[src/rtl/rop3_pkg.sv]
// Shared types and constants for the ROP3 blit controller.
package rop3_pkg;

    typedef enum logic [1:0] {
        ST_IDLE  = 2'd0,
        ST_RUN   = 2'd1,
        ST_DRAIN = 2'd2,
        ST_DONE  = 2'd3
    } state_e;

    localparam logic [7:0] ROP_BLACK     = 8'h00;
    localparam logic [7:0] ROP_SRCCOPY   = 8'hCC;
    localparam logic [7:0] ROP_PATCOPY   = 8'hF0;
    localparam logic [7:0] ROP_SRCINVERT = 8'h66;
    localparam logic [7:0] ROP_WHITE     = 8'hFF;

    // Register stages inside rop3_smart (input register, output register).
    localparam int unsigned DP_LATENCY = 2;

    // One result bit: the mode byte is a truth table indexed by {P,S,D}.
    function automatic logic rop3_bit(input logic [7:0] mode, input logic p,
                                      input logic s, input logic d);
        return mode[{p, s, d}];
    endfunction

endpackage

[src/rtl/rop3_res_fifo.sv]
// Show-ahead result FIFO with occupancy count.
module rop3_res_fifo #(
    parameter int unsigned W     = 5,
    parameter int unsigned DEPTH = 4
) (
    input  logic                     clk,
    input  logic                     rst,
    input  logic                     push,
    input  logic [W-1:0]             wdata,
    input  logic                     pop,
    output logic [W-1:0]             rdata,
    output logic                     empty,
    output logic [$clog2(DEPTH):0]   count
);

    localparam int unsigned AW    = $clog2(DEPTH);
    localparam int unsigned CNT_W = AW + 1;

    logic [W-1:0]     mem_q [DEPTH];
    logic [AW-1:0]    wr_ptr_q, wr_ptr_d;
    logic [AW-1:0]    rd_ptr_q, rd_ptr_d;
    logic [CNT_W-1:0] count_q, count_d;
    logic             full_c, do_push_c, do_pop_c;

    // Pointer and count update; a push into a full FIFO is legal only alongside a pop.
    always_comb begin
        full_c    = (count_q == CNT_W'(DEPTH));
        do_pop_c  = pop && (count_q != '0);
        do_push_c = push && (!full_c || do_pop_c);
        wr_ptr_d  = do_push_c ? wr_ptr_q + AW'(1) : wr_ptr_q;
        rd_ptr_d  = do_pop_c  ? rd_ptr_q + AW'(1) : rd_ptr_q;
        count_d   = count_q + CNT_W'(do_push_c) - CNT_W'(do_pop_c);
    end

    // Storage and pointer registers.
    always_ff @(posedge clk or posedge rst) begin
        if (rst) begin
            for (int i = 0; i < int'(DEPTH); i++) begin
                mem_q[i] <= '0;
            end
            wr_ptr_q <= '0;
            rd_ptr_q <= '0;
            count_q  <= '0;
        end else begin
            if (do_push_c) begin
                mem_q[wr_ptr_q] <= wdata;
            end
            wr_ptr_q <= wr_ptr_d;
            rd_ptr_q <= rd_ptr_d;
            count_q  <= count_d;
        end
    end

    assign rdata = mem_q[rd_ptr_q];
    assign empty = (count_q == '0);
    assign count = count_q;

endmodule

[src/rtl/rop3_smart.sv]
// Free-running ROP3 datapath: operand register, then result register.
module rop3_smart
    import rop3_pkg::*;
#(
    parameter int unsigned N = 4
) (
    input  logic         clk,
    input  logic         rst,
    input  logic [7:0]   mode,
    input  logic [N-1:0] p,
    input  logic [N-1:0] s,
    input  logic [N-1:0] d,
    output logic [N-1:0] result
);

    logic [7:0]   mode_q;
    logic [N-1:0] p_q, s_q, d_q;
    logic [N-1:0] res_q, res_d;

    // Bitwise truth-table lookup on the registered operands.
    always_comb begin
        res_d = '0;
        for (int i = 0; i < int'(N); i++) begin
            res_d[i] = rop3_bit(mode_q, p_q[i], s_q[i], d_q[i]);
        end
    end

    // Two register stages, no stall.
    always_ff @(posedge clk or posedge rst) begin
        if (rst) begin
            mode_q <= '0;
            p_q    <= '0;
            s_q    <= '0;
            d_q    <= '0;
            res_q  <= '0;
        end else begin
            mode_q <= mode;
            p_q    <= p;
            s_q    <= s;
            d_q    <= d;
            res_q  <= res_d;
        end
    end

    assign result = res_q;

endmodule

[src/rtl/rop3_blit_ctrl.sv]
// Command sequencer streaming operand triples through rop3_smart into a credit-guarded FIFO.
module rop3_blit_ctrl
    import rop3_pkg::*;
#(
    parameter int unsigned N          = 4,
    parameter int unsigned LEN_W      = 8,
    parameter int unsigned FIFO_DEPTH = 4
) (
    input  logic             clk,
    input  logic             rst,
    input  logic             cmd_valid,
    output logic             cmd_ready,
    input  logic [7:0]       cmd_mode,
    input  logic [LEN_W-1:0] cmd_len,
    input  logic             pix_valid,
    output logic             pix_ready,
    input  logic [N-1:0]     pix_p,
    input  logic [N-1:0]     pix_s,
    input  logic [N-1:0]     pix_d,
    output logic             res_valid,
    input  logic             res_ready,
    output logic [N-1:0]     res_data,
    output logic             res_last,
    output logic             busy,
    output logic             done
);

    localparam int unsigned CNT_W = $clog2(FIFO_DEPTH) + 1;
    localparam int unsigned OCC_W = CNT_W + 1;

    state_e                state_q, state_d;
    logic [7:0]            mode_q, mode_d;
    logic [LEN_W-1:0]      remain_q, remain_d;
    logic                  cmd_ready_q, cmd_ready_d;
    logic                  busy_q, busy_d;
    logic                  done_q, done_d;
    logic                  op_vld_q, op_vld_d;
    logic                  op_last_q, op_last_d;
    logic [N-1:0]          op_p_q, op_p_d, op_s_q, op_s_d, op_d_q, op_d_d;
    logic [DP_LATENCY-1:0] vld_q, vld_d;
    logic [DP_LATENCY-1:0] last_q, last_d;

    logic [N-1:0]          dp_res;
    logic [N:0]            fifo_rdata;
    logic                  fifo_empty;
    logic [CNT_W-1:0]      fifo_count;
    logic                  fifo_pop_c;
    logic [1:0]            inflight_c;
    logic [OCC_W-1:0]      occ_c;
    logic                  cmd_fire_c, pix_fire_c;

    // Handshakes and credit check; a same-cycle pop frees a slot for the next accept.
    always_comb begin
        fifo_pop_c = !fifo_empty && res_ready;
        inflight_c = 2'(op_vld_q) + 2'(vld_q[0]) + 2'(vld_q[1]);
        occ_c      = OCC_W'(fifo_count) + OCC_W'(inflight_c) - OCC_W'(fifo_pop_c);
        pix_ready  = (state_q == ST_RUN) && (remain_q != '0) &&
                     (occ_c < OCC_W'(FIFO_DEPTH));
        cmd_fire_c = cmd_valid && cmd_ready_q;
        pix_fire_c = pix_valid && pix_ready;
    end

    // Next-state, command latch and operand/valid pipe.
    always_comb begin
        state_d  = state_q;
        mode_d   = mode_q;
        remain_d = remain_q;
        unique case (state_q)
            ST_IDLE: begin
                if (cmd_fire_c) begin
                    mode_d   = cmd_mode;
                    remain_d = cmd_len;
                    state_d  = (cmd_len == '0) ? ST_DONE : ST_RUN;
                end
            end
            ST_RUN: begin
                if (pix_fire_c) begin
                    if (remain_q != '0) begin
                        remain_d = remain_q - LEN_W'(1);
                    end
                    if (remain_q == LEN_W'(1)) begin
                        state_d = ST_DRAIN;
                    end
                end
            end
            ST_DRAIN: begin
                if ((inflight_c == 2'd0) && fifo_empty) begin
                    state_d = ST_DONE;
                end
            end
            ST_DONE: state_d = ST_IDLE;
            default: state_d = ST_IDLE;
        endcase

        cmd_ready_d = (state_d == ST_IDLE);
        busy_d      = (state_d != ST_IDLE);
        done_d      = (state_d == ST_DONE);

        op_vld_d  = pix_fire_c;
        op_last_d = pix_fire_c && (remain_q == LEN_W'(1));
        op_p_d    = pix_fire_c ? pix_p : op_p_q;
        op_s_d    = pix_fire_c ? pix_s : op_s_q;
        op_d_d    = pix_fire_c ? pix_d : op_d_q;
        vld_d     = {vld_q[0], op_vld_q};
        last_d    = {last_q[0], op_last_q};
    end

    // All controller state.
    always_ff @(posedge clk or posedge rst) begin
        if (rst) begin
            state_q     <= ST_IDLE;
            mode_q      <= '0;
            remain_q    <= '0;
            cmd_ready_q <= 1'b0;
            busy_q      <= 1'b0;
            done_q      <= 1'b0;
            op_vld_q    <= 1'b0;
            op_last_q   <= 1'b0;
            op_p_q      <= '0;
            op_s_q      <= '0;
            op_d_q      <= '0;
            vld_q       <= '0;
            last_q      <= '0;
        end else begin
            state_q     <= state_d;
            mode_q      <= mode_d;
            remain_q    <= remain_d;
            cmd_ready_q <= cmd_ready_d;
            busy_q      <= busy_d;
            done_q      <= done_d;
            op_vld_q    <= op_vld_d;
            op_last_q   <= op_last_d;
            op_p_q      <= op_p_d;
            op_s_q      <= op_s_d;
            op_d_q      <= op_d_d;
            vld_q       <= vld_d;
            last_q      <= last_d;
        end
    end

    rop3_smart #(.N(N)) u_dp (
        .clk    (clk),
        .rst    (rst),
        .mode   (mode_q),
        .p      (op_p_q),
        .s      (op_s_q),
        .d      (op_d_q),
        .result (dp_res)
    );

    rop3_res_fifo #(.W(N + 1), .DEPTH(FIFO_DEPTH)) u_fifo (
        .clk   (clk),
        .rst   (rst),
        .push  (vld_q[1]),
        .wdata ({dp_res, last_q[1]}),
        .pop   (fifo_pop_c),
        .rdata (fifo_rdata),
        .empty (fifo_empty),
        .count (fifo_count)
    );

    assign cmd_ready = cmd_ready_q;
    assign busy      = busy_q;
    assign done      = done_q;
    assign res_valid = !fifo_empty;
    assign res_data  = fifo_rdata[N:1];
    assign res_last  = fifo_rdata[0];

endmodule

[config.mk]
export PLATFORM = sky130hd
export DESIGN_NAME = rop3_blit_ctrl
export DESIGN_NICKNAME = d
export VERILOG_FILES = /design/src/rtl/rop3_pkg.sv /design/src/rtl/rop3_res_fifo.sv /design/src/rtl/rop3_smart.sv /design/src/rtl/rop3_blit_ctrl.sv
export SDC_FILE = /design/constraint.sdc
export NUM_CORES = 1
export LEC_CHECK = 0
export BUFFER_PORTS_ARGS = -buffer_cell sky130_fd_sc_hd__buf_2
export CORE_AREA = 3 3 93 95
export CTS_CLUSTER_DIAMETER = 120
export DETAILED_ROUTE_END_ITERATION = 10
export DIE_AREA = 0 0 96 98
export GPL_ROUTABILITY_DRIVEN = 1
export GPL_TIMING_DRIVEN = 0
export PLACE_DENSITY = 0.72
export SYNTH_ARGS = -nofsm -noshare
export SYNTH_HDL_FRONTEND = slang
export SYNTH_SLANG_ARGS = --single-unit
[constraint.sdc]
create_clock -name clk -period 3.1 [get_ports clk]
set_input_delay 0 -clock clk [delete_from_list [all_inputs] [get_ports clk]]
set_output_delay 0 -clock clk [all_outputs]
set_load 0.05 [all_outputs]
==> impl_metrics.csv <==
group,metric,value,unit
place,gp_congestion,0.820,
sta,fmax,0.343,GHz
clocking,ctsRootBufferMaster,"clkbuf_8",
yosys,syn_area,3870,µm²
clocking,cts_buffers,9,
clocking,cts_max_level,3,
drt,wl,7.11,mm
yosys,synthTopCellsByArea,"dfrtp_1, mux2_2, mux4_2",
drt,post_drt_wl_per_cell,15.3,µm
pwr,p_leak,2.31,nW
yosys,synthArstFlopShare,100,%
pwr,powerDensity,1050,nW/µm²
yosys,yosys.area.top_type,"dfrtp_1",
sta,post-route-min-period,2.91,ns
setup_path,worst_setup_path_end_kind,"register",
final_layout,drive_gt1_share,36.5,%
yosys,syn_avg_cell_area,14.3,µm²
global_route,grt.overflow.total,0,
yosys,syn_inst,271,
setup_path,crit_end,"done$_DFF_PP0_",
die,rows,32,
setup_path,r2r_cells,12,
global_route,grt_pass1_vias,2659,
clocking,cts_buffer_depth,2,
setup_path,crit_start,"op_vld_q$_DFF_PP0_",
sta,worst_pin_slew,0.565,ns
sta,relSlewSlack,62.4,%
setup_path,crit_path_start_kind,"register",
die,start_util,49.6,%
clocking,clock_sinks,90,
setup_path,r2r_end,"done$_DFF_PP0_",
die,core_area,7810,µm²
status,status,"finished clean",
setup_path,r2r_start,"op_vld_q$_DFF_PP0_",
final_layout,fin_util,61.7,%
sta,setup-violations-final,0,
sta,fin_crit_sh,94.0,%
die,die_x,96,µm
place,place_hpwl,4.75,mm
setup_path,cp_data_required_time,3.31,ns
drt,routed_via_density,5.04,
die,dieArea,9410,µm²
clocking,cts_tree,"done",
yosys,synth_cell_types,37,
final_layout,fin_nets,403,
global_route,grt_pass1_wl,12.5,mm
setup_path,crit_fanout,10,
yosys,ys_warn_count,0,
clocking,path_clk_slew,0.09,ns
setup_path,worstSetupPathType,"reg -> reg",
yosys,synth-edff-count,0,
clocking,clock_latency,0.35,ns
setup_path,rrSetupSlack,0.19,ns
global_route,grt.total_usage,17.1,%
final_layout,area_growth,24.3,%
die,die_h,98,µm
final_layout,fillers,608,
drt,first_pass_iters,4,
run,maxCapViolCount,0,
place,numPortBuffers,42,
die,ios,43,
sta,slew_viol_final,0,
sta,setup_tns,0,ns
drt,route.detailed.drc,0,
setup_path,arrival,3.13,ns
global_route,antenna_found_initial,0,
drt,vias,2340,
final_layout,antennaDiodeCount,0,
yosys,ys.flop_type,"dfrtp_1",
sta,rsz0062_at_grt,"no",
yosys,synth_seq_cells,90,
worst_hold_path,min_path_type,"in -> reg",
drt,ant_nets,0,
yosys,synth_nets,317,
pwr,vdd_drop_max,545,µV
yosys,seq_area_frac_synth,58.1,%
yosys,synth_top_cell_area_share,58.1,%
yosys,synth.cells.most_frequent,"dfrtp_1, mux2_2, inv_1",
drt,drt_iter0_markers,74,
yosys,synth.most_common_cell,"dfrtp_1",
global_route,grt_max_degree,58,
sta,fin_skew,0.00861,ns
sta,hold_violations,0,
[through the flow]
| step | hold WS (ns) | setup WS, ns | total power [mW] | cells | instance area [µm²] |
|---|---|---|---|---|---|
| floorplan | 0.149 | -0.0828 | 3.63 | 271 | 3880 |
| global placement | 0.232 | -0.209 | 4.00 | 415 | 4220 |
| detailed placement | 0.0575 | -0.0124 | 4.08 | 416 | 4250 |
| CTS | 0.0813 | 0.000990 | 5.05 | 461 | 4780 |
| global route | 0.0691 | 0.0344 | 5.41 | 464 | 4810 |
| finish | 0.0630 | 0.187 | 5.04 | 464 | 4810 |
[registers in the layout, summed over array words and instances (netlist names), 3 cells and up]
register	flops
u_fifo.mem_q	20
mode_q	8
remain_q	8
u_dp.mode_q	8
op_d_q	4
op_p_q	4
op_s_q	4
u_dp.d_q	4
u_dp.p_q	4
u_dp.result	4
u_dp.s_q	4
u_fifo.count	3
[per-layer routing]
layer  wire length [µm]  track usage (%)
met5                  0                0
met4                116             4.92
met3                248             4.16
met2               3560             28.2
met1               3180             22.4
[repair_timing]
action	4_1_cts	5_1_grt
hold endpoints to repair	61	0
resized for setup	1	4
setup buffers	0	3
endpoints found under the setup margin	10	19
hold buffers	29	0
pin swaps	0	3
[layout make-up]
cell class / instances / area (µm²) / area share [%]
plain buffers: 8 / 42.5 / 0.884
clock buffers: 10 / 138 / 2.86
clock inverters: 6 / 95.1 / 1.98
inverters: 18 / 70.1 / 1.46
multi-input cells: 155 / 1540 / 31.9
flip-flops and latches: 90 / 2250 / 46.8
well taps: 102 / 128 / 2.65
repair buffers: 75 / 551 / 11.4
[critical path, stage by stage, from the launching register on]
cell      delay [ns]
dfrtp_1         0.41
fa_2            0.40
inv_1           0.06
ha_1            0.21
inv_1           0.05
ha_1            0.23
and3b_1         0.18
or3_4           0.34
a221oi_4        0.33
nand2_4         0.11
buf_8           0.17
o21ai_1         0.18
a21oi_1         0.11
[cell families after synthesis]
kind of cell | after synthesis | share of synthesized area [%]
AO/OA/AOI/OAI | 29 | 4.85
XOR/XNOR | 10 | 2.26
adder cells (fa/ha/maj) | 13 | 4.59
buffers and inverters | 26 | 2.75
flip-flops | 90 | 58.1
multiplexers | 60 | 21.8
AND/OR/NAND/NOR | 43 | 5.62
[report_power, final]
| part | switching [mW] | internal [mW] | leakage (nW) | total [mW] |
|---|---|---|---|---|
| Combinational | 1.02 | 1.05 | 1.07 | 2.08 |
| Sequential | 0.372 | 1.69 | 1.12 | 2.06 |
| Clock | 0.420 | 0.486 | 0.118 | 0.906 |
| Total | 1.82 | 3.22 | 2.31 | 5.04 |
[layout by cell type (no fill, tap or decap), types with 2 or more instances in the layout]
master / count
bufinv_16: 2
xnor2_1: 5
inv_6: 3
nor3_1: 2
dfrtp_1: 88
inv_1: 17
nand2_1: 16
buf_4: 3
clkbuf_1: 5
nor2_1: 7
o21ai_1: 3
ha_1: 11
mux2_2: 37
a21oi_1: 8
xor2_1: 5
clkbuf_8: 10
buf_2: 43
nor4_1: 4
nor2b_1: 2
nand3_1: 4
a31oi_1: 2
dlygate4sd3_1: 29
mux2_4: 7
o21ai_0: 8
mux4_2: 13
dfrtp_2: 2
mux2i_1: 3
[worst min path at each step]
stage | startpoint | slack (ns) | cells past startpoint | end
after global placement | cmd_mode[6] | 0.23 | 2 | mode_q[6]$_DFFE_PP0P_
after CTS | pix_valid | 0.08 | 3 | op_p_q[0]$_DFFE_PP0P_
after floorplan | pix_d[0] | 0.15 | 1 | op_d_q[0]$_DFFE_PP0P_
after detailed placement | rst | 0.06 | 2 | u_fifo.mem_q[0]$_DFFE_PP0P_
after global routing | pix_valid | 0.07 | 3 | remain_q[3]$_DFFE_PP0P_
final | res_ready | 0.06 | 3 | u_fifo.rd_ptr_q[0]$_DFFE_PP0P_
Note: power is estimated with default switching activity, not from simulation.
